## config.mk

```make
export PLATFORM = sky130hd
export DESIGN_NAME = button_event_queue
export DESIGN_NICKNAME = d
export VERILOG_FILES = /design/src/rtl/button_event_queue.sv
export SDC_FILE = /design/constraint.sdc
export NUM_CORES = 1
export LEC_CHECK = 0
export BUFFER_PORTS_ARGS = -buffer_cell sky130_fd_sc_hd__buf_2
export CAP_MARGIN = 20
export CORE_ASPECT_RATIO = 1.4
export CORE_UTILIZATION = 40
export DETAILED_ROUTE_END_ITERATION = 6
export PLACE_DENSITY = 0.71
export REMOVE_ABC_BUFFERS = 1
export SLEW_MARGIN = 20
export SYNTH_ARGS = -nofsm -noshare
export SYNTH_HDL_FRONTEND = slang
export SYNTH_SLANG_ARGS = --single-unit
```

## constraint.sdc

```tcl
create_clock -name clk -period 2.15 [get_ports clk]
set_input_delay 0.1075 -clock clk [delete_from_list [all_inputs] [get_ports clk]]
set_output_delay 0.1075 -clock clk [all_outputs]
set_load 0.05 [all_outputs]
```

## src/rtl/button_event_queue.sv

```systemverilog
// Collects debounced button press pulses, serialises them by fixed priority and queues their indices.
// Optional per-event 16-bit timestamps when BTN_EVENT_TIMESTAMP_EN is defined.
module button_event_queue #(
  parameter int NUM_BTN = 5,
  parameter int DEPTH   = 8,
  parameter int CODE_W  = 3
) (
  input  logic                       clk,
  input  logic                       reset,
  input  logic [NUM_BTN-1:0]         btn_pulse,
  input  logic                       ev_ready,
  input  logic                       ovf_clr,
  output logic                       ev_valid,
  output logic [CODE_W-1:0]          ev_code,
  output logic [$clog2(DEPTH):0]     fifo_count,
  output logic                       overflow
`ifdef BTN_EVENT_TIMESTAMP_EN
  ,
  output logic [15:0]                ev_time
`endif
);

  localparam int PW = $clog2(DEPTH);
  localparam int CW = PW + 1;

  logic [NUM_BTN-1:0] pending_q, pending_d;
  logic [CODE_W-1:0]  mem_q [DEPTH];
  logic [CODE_W-1:0]  mem_d [DEPTH];
  logic [PW-1:0]      wr_ptr_q, wr_ptr_d;
  logic [PW-1:0]      rd_ptr_q, rd_ptr_d;
  logic [CW-1:0]      count_q, count_d;
  logic               overflow_q, overflow_d;

  logic               pop;
  logic               push;
  logic               found;
  logic [CODE_W-1:0]  sel;
  logic [NUM_BTN-1:0] sel_onehot;
  logic [NUM_BTN-1:0] clr_mask;
  logic [NUM_BTN-1:0] dup;

`ifdef BTN_EVENT_TIMESTAMP_EN
  logic [15:0] ts_q, ts_d;
  logic [15:0] tmem_q [DEPTH];
  logic [15:0] tmem_d [DEPTH];
`endif

  always_comb begin
    found      = 1'b0;
    sel        = '0;
    sel_onehot = '0;
    // Lowest index wins when several presses are pending.
    for (int i = 0; i < NUM_BTN; i++) begin
      if (pending_q[i] && !found) begin
        found         = 1'b1;
        sel           = CODE_W'(i);
        sel_onehot[i] = 1'b1;
      end
    end

    pop  = (count_q != '0) && ev_ready;
    push = found && ((count_q < CW'(DEPTH)) || pop);

    clr_mask  = push ? sel_onehot : '0;
    dup       = btn_pulse & pending_q & ~clr_mask;
    pending_d = (pending_q & ~clr_mask) | btn_pulse;

    if (|dup)        overflow_d = 1'b1;
    else if (ovf_clr) overflow_d = 1'b0;
    else             overflow_d = overflow_q;

    mem_d = mem_q;
    if (push) mem_d[wr_ptr_q] = sel;

    wr_ptr_d = wr_ptr_q + PW'(push);
    rd_ptr_d = rd_ptr_q + PW'(pop);
    count_d  = count_q + CW'(push) - CW'(pop);

`ifdef BTN_EVENT_TIMESTAMP_EN
    ts_d   = ts_q + 16'd1;
    tmem_d = tmem_q;
    if (push) tmem_d[wr_ptr_q] = ts_q;
`endif
  end

  always_ff @(posedge clk) begin
    if (!reset) begin
      pending_q  <= '0;
      wr_ptr_q   <= '0;
      rd_ptr_q   <= '0;
      count_q    <= '0;
      overflow_q <= 1'b0;
`ifdef BTN_EVENT_TIMESTAMP_EN
      ts_q       <= '0;
`endif
    end else begin
      pending_q  <= pending_d;
      wr_ptr_q   <= wr_ptr_d;
      rd_ptr_q   <= rd_ptr_d;
      count_q    <= count_d;
      overflow_q <= overflow_d;
`ifdef BTN_EVENT_TIMESTAMP_EN
      ts_q       <= ts_d;
`endif
    end
  end

  // Storage needs no reset: outputs are masked whenever the FIFO is empty.
  always_ff @(posedge clk) begin
    mem_q <= mem_d;
`ifdef BTN_EVENT_TIMESTAMP_EN
    tmem_q <= tmem_d;
`endif
  end

  assign ev_valid   = (count_q != '0);
  assign ev_code    = ev_valid ? mem_q[rd_ptr_q] : '0;
  assign fifo_count = count_q;
  assign overflow   = overflow_q;
`ifdef BTN_EVENT_TIMESTAMP_EN
  assign ev_time    = ev_valid ? tmem_q[rd_ptr_q] : '0;
`endif

endmodule
```

==> results of run 1 <==
==> through the flow <==
stage,hold slack (ps),std cells,setup slack [ps]
2_1_floorplan,225,135,-289
3_3_place_gp,346,225,-19.6
3_5_place_dp,357,225,-86.2
4_1_cts,55.0,233,-95.3
5_1_grt,63.4,234,-198
6_report,58.6,234,-115
==> state kept, by name, summed over array words and instances (netlist names) <==
register / flops
pending_q: 5
overflow: 1
rd_ptr_q: 3
wr_ptr_q: 3
mem_q: 24
fifo_count: 4
==> worst paths after layout <==
path | cells past startpoint | slack, ps | from | end
worst max register to register | 8 | -110 | pending_q[3] | fifo_count[1]
worst min register to register | 2 | 610 | wr_ptr_q[2] | wr_ptr_q[2]
worst min-delay path | 3 | 60 | btn_pulse[0] | pending_q[0]
worst max-delay path | 8 | -110 | pending_q[3] | fifo_count[1]
==> layout by cell type (no fill, tap or decap), drive strengths merged, types with 2 or more instances in the layout <==
cell | netlist | final
o211ai | 2 | 2
mux4 | 6 | 6
nand2b | 3 | 3
xnor2 | 3 | 3
mux2i | 3 | 3
a21oi | 5 | 5
or2 | 2 | 2
a31oi | 2 | 2
and2 | 5 | 5
nand3 | 2 | 2
ha | 9 | 9
clkinv | 1 | 2
nor2 | 20 | 20
clkbuf | 1 | 5
nor3 | 2 | 2
nor2b | 2 | 2
dfxtp | 16 | 16
o21a | 4 | 4
buf | 1 | 31
nand2 | 2 | 2
edfxtp | 24 | 24
inv | 11 | 11
==> logic make-up after synthesis <==
group,share of synthesized area (%)
AND/OR/NAND/NOR,12.2
flip-flops,58.2
AO/OA/AOI/OAI,7.97
buffers and inverters,3.01
adder cells (fa/ha/maj),7.41
multiplexers,9.23
XOR/XNOR,1.96
==> synth_stat cells (2+ instances only) <==
cell type and count:
a21oi_1 5, a31oi_1 2, and2_1 5, dfxtp_1 16, edfxtp_1 24, ha_1 9
inv_1 11, mux2i_1 3, mux4_2 6, nand2_1 2, nand2b_1 3, nand3_1 2
nor2_1 20, nor2b_1 2, nor3_1 2, o21a_1 4, xnor2_1 3
==> final cells by class <==
cell class,instances,area [µm²]
Tap cell,60,75.1
Inverter,12,45.0
Clock buffer,5,68.8
Multi-Input combinational cell,83,708
Timing Repair Buffer,31,190
Sequential cell,40,1040
Clock inverter,3,42.5
Fill cell,380,2100
==> worst register-to-register path, delay by kind of cell (launching register included) <==
family | cells | cell delay [ps]
simple gates | 2 | 590
flops | 1 | 320
buf+inv | 2 | 100
compound gates | 1 | 200
fa+ha+maj | 3 | 950
==> power by group <==
group	leakage, µW	internal, µW	total, µW	switching (µW)
clock network	0.0000541	343	607	264
registers	0.000356	990	1120	128
logic	0.000432	566	1370	800
==> repair_timing <==
item	4_1_cts	5_1_grt
endpoints found under the setup margin	3	3
resized for setup	0	6
pin swaps	0	4
buffers inserted	0	1
==> routing by layer <==
metal  vias up  track usage, %
met5         -               0
met2        32            28.5
met4         0            7.38
met1       553            15.1
li1        563               -
met3         6            3.98
==> impl_metrics.toml, run 1 <==
[finish]
final_nets = 192
fin_util_pct = 50.8
syn_to_final_growth_pct = 21.4
drive_gt1_share_pct = 32.2
design_area_um2 = 2170
diodes = 0

[clocking]
cts_buffers = 5
cts_tree = "yes"
clock-sinks = 40
h-tree-depth = 2
cts_hold_buf = 0
cts.reportedPaths.clkPinSlew_ps = 80
clockRootBuffer = "clkbuf_8"
clk_path_buf_depth = 2
clock_latency_ps = 290

[drt]
drt_iter0_drc = 61
drc = 0
routed.top_layer = "met4"
dr_wl_met2_um = 1760
wirelength_um = 3230
viasPerCell = 4.93
m1WireLength_um = 1310
first_pass_iters = 5
wire_per_inst_um = 13.8
wl_met3_um = 104
vias = 1154
antenna_left = 0

[timing]
final-hold-violation-count = 0
slew_headroom_pct = 63.0
fin_ws_ps = -115
tightest_slew_ps = 552
tns_ps = -253
clock_skew_ps = 4.99
setup_viol = 3
final.period_utilization_pct = 105
fmax_mhz = 442
slew_violations = 0
period_minus_slack_ps = 2260
rsz0062_at_grt = "true"

[logic_synthesis]
synth_cells = 137
ys_ff_latch = 40
yosys_warnings = 0
synth_top_cell_by_area = "edfxtp_1"
yosys_most_used_dff = "edfxtp_1"
synth_area_leaders = "edfxtp_1 (40%), dfxtp_1 (18%), mux4_2 (7.6%)"
avgSynthCellArea_um2 = 13.1
synth_enable_flop_cells = 24
syn-cell-area_um2 = 1790
async_flop_share_pct = 0
ys_types = 35
ys_seq_area_share_pct = 58.2
yosys.area.top_type_share_pct = 40.3

[placed_design]
dp_hpwl_um = 2470
place_congestion = 0.862
port_buffers = 17
dpl-instance-area_um2 = 2040

[power_and_ir_drop]
power_density_nw_per_um2 = 1420
power.leakage_uw = 0.000842
p_total_uw = 3090
vdd_drop_max_uv = 555

[critical_path]
path_max_fanout = 2
path_class = "reg2reg"
critPathCaptureType = "flop"
crit_path_max_incr_delay_ps = 550
path_cells = "or4_4 -> o211ai_4 -> ha_1 -> inv_1 -> ha_2 -> inv_2 -> fa_2 -> nor2_1"
crit_family = "adder cells"
required_ps = 2330
critical-path-slowest-cell = "or4_4"
crit_path_start_kind = "flop"
path_buf_inv = 2
cp_data_arrival_time_ps = 2440

[grt]
grt_pass1_wl_um = 5140
grt_max_degree = 14
grt_usage_pct = 15.2
antenna_found_initial = 0
first_global_vias = 1156
grt_overflow = 0

[floorplanning]
die-width_um = 58.5
die-area_um2 = 4750
rows = 28
fp.dieH_um = 81.1
pin_count = 18
initial_core_util_pct = 41.9
coreArea_um2 = 4270

[min_path]
hold_class = "in2reg"

[status]
status = "complete, but fails checks"
violations = "setup timing"

[flow_run]
maxCapViolations = 0
Note: power is estimated with default switching activity, not from simulation.
==> run 2: changes to the inputs <==
--- a/config.mk
+++ b/config.mk
@@ -5,7 +5,7 @@
 export SDC_FILE = /design/constraint.sdc
 export NUM_CORES = 1
 export LEC_CHECK = 0
-export BUFFER_PORTS_ARGS = -buffer_cell sky130_fd_sc_hd__buf_2
+export BUFFER_PORTS_ARGS = -buffer_cell sky130_fd_sc_hd__clkbuf_2
 export CAP_MARGIN = 20
 export CORE_ASPECT_RATIO = 1.4
 export CORE_UTILIZATION = 40
==> run 2 against run 1 <==
  * The run still ends with setup timing left
  * Largest cell class unchanged
  * Routed wire length fell by 0.74%
  * First-iteration DRC count decreased by 41%
  * Combinational power is essentially flat
==> impl_metrics.toml, run 2 (same netlist as run 1, synthesis figures left out) <==
[status]
status = "complete, but fails checks"
violations = "setup timing"

[flow_run]
maxCapViolations = 0

[drt]
drt_iter0_drc = 36
wirelength_um = 3210
vias = 1160
first_pass_iters = 4
drc = 0
wire_per_inst_um = 13.8
antenna_left = 0
viasPerCell = 4.98

[clocking]
cts_tree = "yes"
clock-sinks = 40
cts.reportedPaths.clkPinSlew_ps = 80
clock_latency_ps = 290
clk_path_buf_depth = 2
cts_setup_buffers = 0
cts_buffers = 5
clockRootBuffer = "clkbuf_8"
h-tree-depth = 2

[finish]
largest-register = "mem_q"
mostFrequentLayoutCells = "edfxtp_1 (24), nor2_1 (19), clkbuf_2 (17), dfxtp_1 (14), buf_4 (13)"
final_nets = 191
largest_register_ffs = 24
final_common_cell = "edfxtp_1"
syn_to_final_growth_pct = 19.7
drive_gt1_share_pct = 32.4
diodes = 0
fin_util_pct = 50.1
design_area_um2 = 2140

[power_and_ir_drop]
power_density_nw_per_um2 = 1370
power.leakage_uw = 0.000830
vdd_drop_max_uv = 416

[timing]
tightest_slew_ps = 581
fmax_mhz = 437
final.period_utilization_pct = 106
period_minus_slack_ps = 2290
slew_headroom_pct = 61.1
setup_viol = 3
slew_violations = 0
rsz0062_at_grt = "true"
clock_skew_ps = 9.73
fin_ws_ps = -139
hold_ws_ps = 47.4
final-hold-violation-count = 0
tns_ps = -294

[floorplanning]
die-area_um2 = 4750
pin_count = 18
fp.dieH_um = 81.1
rows = 28
coreArea_um2 = 4270
initial_core_util_pct = 41.9
die-width_um = 58.5

[grt]
antenna_found_initial = 0
grt_overflow = 0
first_global_vias = 1203
grt_max_degree = 14
grt_pass1_wl_um = 5200
grt_usage_pct = 15.3

[placed_design]
pre_cts_ws_ps = -98.0
port_buffers = 17
dp_hpwl_um = 2460
place_congestion = 0.865
dpl-instance-area_um2 = 2040

[min_path]
hold_class = "in2reg"

[critical_path]
cp_data_arrival_time_ps = 2480
path_class = "reg2reg"
critPathCaptureType = "flop"
crit_path_start_kind = "flop"
path_max_fanout = 2
required_ps = 2340
==> run 2: per-stage QoR <==
stage          cells  total power, µW
5_1_grt          233             3140
6_report         233             2940
4_1_cts          233             2950
2_1_floorplan    135             2070
3_3_place_gp     225             2400
3_5_place_dp     225             2460
==> run 2: worst paths after layout <==
check,from,end,slack (ps),cells after the start
setup / recovery,pending_q[1],fifo_count[1],-140,8
hold / removal,btn_pulse[0],pending_q[0],50,3
setup reg to reg,pending_q[1],fifo_count[1],-140,8
hold reg to reg,wr_ptr_q[2],wr_ptr_q[2],610,2
==> run 2: power breakdown <==
part	internal [µW]	total, µW	switching, µW	leakage (µW)
registers	990	1110	124	0.000356
logic	552	1340	793	0.000426
clock network	226	482	257	0.0000479
==> run 2: layout make-up <==
type	count	area, µm²
fill	392	2130
sequential	40	1040
multi-input combinational	83	707
timing repair buffer	30	183
tap	60	75.1
clock buffer	5	68.8
inverter	12	45.0
clock inverter	3	18.8
==> run 2: layer usage <==
layer | part of all wire (%) | GRT usage, % | vias to the layer above
met2 | 56 | 29.9 | 22
li1 | - | - | 565
met5 | 0 | 0 | -
met1 | 39 | 14.0 | 565
met4 | 2.6 | 7.86 | 0
met3 | 2.8 | 4.30 | 8
==> run 2: timing repair <==
| action | 4_1_cts | 5_1_grt |
|---|---|---|
| gates cloned | 0 | 0 |
| gates resized for setup | 3 | 4 |
| hold endpoints to repair | 0 | 0 |
| pin swaps | 0 | 5 |
| hold buffers | 0 | 0 |
| endpoints found under the setup margin | 3 | 3 |
==> run 2: worst max-delay path: stages, from the launching register on <==
cell and delay, ps:
dfxtp_2 320, or4_4 560, o211ai_4 200, ha_1 250
inv_1 70, ha_2 190, inv_2 40, fa_2 530
nor2_2 30
==> run 3: changes to the inputs <==
--- a/config.mk
+++ b/config.mk
@@ -7,12 +7,16 @@
 export LEC_CHECK = 0
 export BUFFER_PORTS_ARGS = -buffer_cell sky130_fd_sc_hd__clkbuf_2
 export CAP_MARGIN = 20
+export CELL_PAD_IN_SITES_DETAIL_PLACEMENT = 1
+export CELL_PAD_IN_SITES_GLOBAL_PLACEMENT = 1
 export CORE_ASPECT_RATIO = 1.4
 export CORE_UTILIZATION = 40
+export CTS_BUF_LIST = sky130_fd_sc_hd__clkbuf_16
 export DETAILED_ROUTE_END_ITERATION = 6
-export PLACE_DENSITY = 0.71
+export PLACE_DENSITY = 0.81
 export REMOVE_ABC_BUFFERS = 1
 export SLEW_MARGIN = 20
 export SYNTH_ARGS = -nofsm -noshare
 export SYNTH_HDL_FRONTEND = slang
 export SYNTH_SLANG_ARGS = --single-unit
+export TNS_END_PERCENT = 10
==> run 3 against run 2 <==
  * The run still ends with setup timing left
  * Clock-buffer cell count stayed put
  * Clock skew is 7.2 ps lower
  * Flip-flop and latch count stayed put
  * Cell area is 7.7% higher
  * Combinational power is 17% higher
  * Via count is 4.5% higher
  * Critical endpoint is now fifo_count[3]
==> impl_metrics.toml, run 3 (same netlist as run 1, synthesis figures left out) <==
[placed_design]
pre_cts_ws_ps = -165
dpl-instance-area_um2 = 2030
place_congestion = 0.829
dpl.cell_count = 224
port_buffers = 17
dp_hpwl_um = 2960

[grt]
grt_overflow = 0
grt_max_degree = 13
first_global_vias = 1310
grt_pass1_wl_um = 6670
antenna_found_initial = 0
grt_usage_pct = 19.7

[critical_path]
cp_common_cell = "ha_4"
path_class = "reg2reg"
path_max_fanout = 2
path_cells = "or4_4 -> o211ai_4 -> ha_4 -> inv_4 -> ha_4 -> a21o_1 -> a21oi_2 -> xnor2_1 -> nor2_1"
critical-path-slowest-cell = "or4_4"
path_depth = 9
crit_path_end = "fifo_count[3]"
reg2reg_to = "fifo_count[3]"
critPathCaptureType = "flop"
path_buf_inv = 1
r2r_cells = 9
crit_path_start_kind = "flop"
startpoint = "pending_q[2]"
rrSetupSlack_ps = -120
r2r-start = "pending_q[2]"
crit_family = "simple AND/OR/NAND/NOR gates"
cp_data_arrival_time_ps = 2430
required_ps = 2310
crit_path_max_incr_delay_ps = 560

[finish]
design_area_um2 = 2310
seqCellArea_um2 = 1040
drive_gt1_share_pct = 38.3
instances_no_fill = 235
multi_input_area_um2 = 774
largest-register = "mem_q"
final_common_cell = "edfxtp_1"
syn_to_final_growth_pct = 28.9
fillCellCount = 454
diodes = 0
largest_register_ffs = 24
final_nets = 193
mostFrequentLayoutCells = "edfxtp_1 (24), nor2_1 (17), clkbuf_2 (17), buf_4 (15), dfxtp_1 (13)"

[status]
violations = "setup timing"
status = "complete, but fails checks"

[floorplanning]
coreArea_um2 = 4270
die-width_um = 58.5
rows = 28
initial_core_util_pct = 41.9
pin_count = 18
fp.dieH_um = 81.1
die-area_um2 = 4750

[timing]
fmax_mhz = 441
hold_ws_ps = 59.7
setup_viol = 3
tightest_slew_ps = 557
final.period_utilization_pct = 105
clock_skew_ps = 2.50
slew_headroom_pct = 62.7
period_minus_slack_ps = 2270
tns_ps = -161
slew_violations = 0
rsz0062_at_grt = "true"
fin_ws_ps = -116
final-hold-violation-count = 0

[drt]
wirelength_um = 4190
antenna_left = 0
first_pass_iters = 4
drc = 0
viasPerCell = 5.16
vias = 1212
drt_iter0_drc = 23
wire_per_inst_um = 17.8

[clocking]
cts.reportedPaths.clkPinSlew_ps = 50
cts_buffers = 5
clk_path_buf_depth = 2
cts_tree = "yes"
clock-sinks = 40
clockRootBuffer = "clkbuf_16"
h-tree-depth = 2
cts_hold_buf = 0
clock_latency_ps = 280

[power_and_ir_drop]
vdd_drop_max_uv = 638
power_density_nw_per_um2 = 1530
power.leakage_uw = 0.000882

[min_path]
hold_class = "in2reg"
hold_path_startpoint = "btn_pulse[4]"

[flow_run]
maxCapViolations = 0
==> run 3: power breakdown <==
group | total [µW] | internal, µW | leakage (µW) | switching, µW
Clock | 821 | 540 | 0.0000850 | 281
Combinational | 1570 | 638 | 0.000440 | 931
Sequential | 1150 | 993 | 0.000357 | 152
Total | 3540 | 2170 | 0.000882 | 1360
==> run 3: through the flow <==
step	util, %	total power, µW
finish	54.0	3540
detailed placement	47.5	2490
CTS	52.6	3430
floorplan	-	2070
global placement	47.5	2400
global route	54.0	3720
==> run 3: area by class of cell <==
| cell class | instances | share of cell area [%] |
|---|---|---|
| sequential | 40 | 45.3 |
| multi-input combinational | 83 | 33.6 |
| timing repair buffer | 32 | 8.57 |
| clock buffer | 5 | 5.43 |
| tap | 60 | 3.26 |
| inverter | 12 | 2.17 |
| clock inverter | 3 | 1.68 |
==> run 3: worst min path at each step <==
stage,end,slack (ps),cells past startpoint
4_1_cts,pending_q[4],60,2
2_1_floorplan,pending_q[0],220,2
3_5_place_dp,pending_q[4],350,2
6_report,pending_q[4],60,2
3_3_place_gp,pending_q[4],340,2
5_1_grt,pending_q[4],70,2
==> run 3: what timing repair did <==
item,CTS,global route
pin swaps,5,8
endpoints found under the hold margin,0,0
resized for setup,11,12
setup buffers,1,2
setup endpoints to repair,3,9
==> run 3: routing by layer <==
metal	share of wire, %	vias up	GRT usage, %
met2	56	27	36.6
met5	0	-	0
li1	-	570	-
met3	3.0	4	4.78
met4	1.1	0	8.10
met1	40	611	21.0
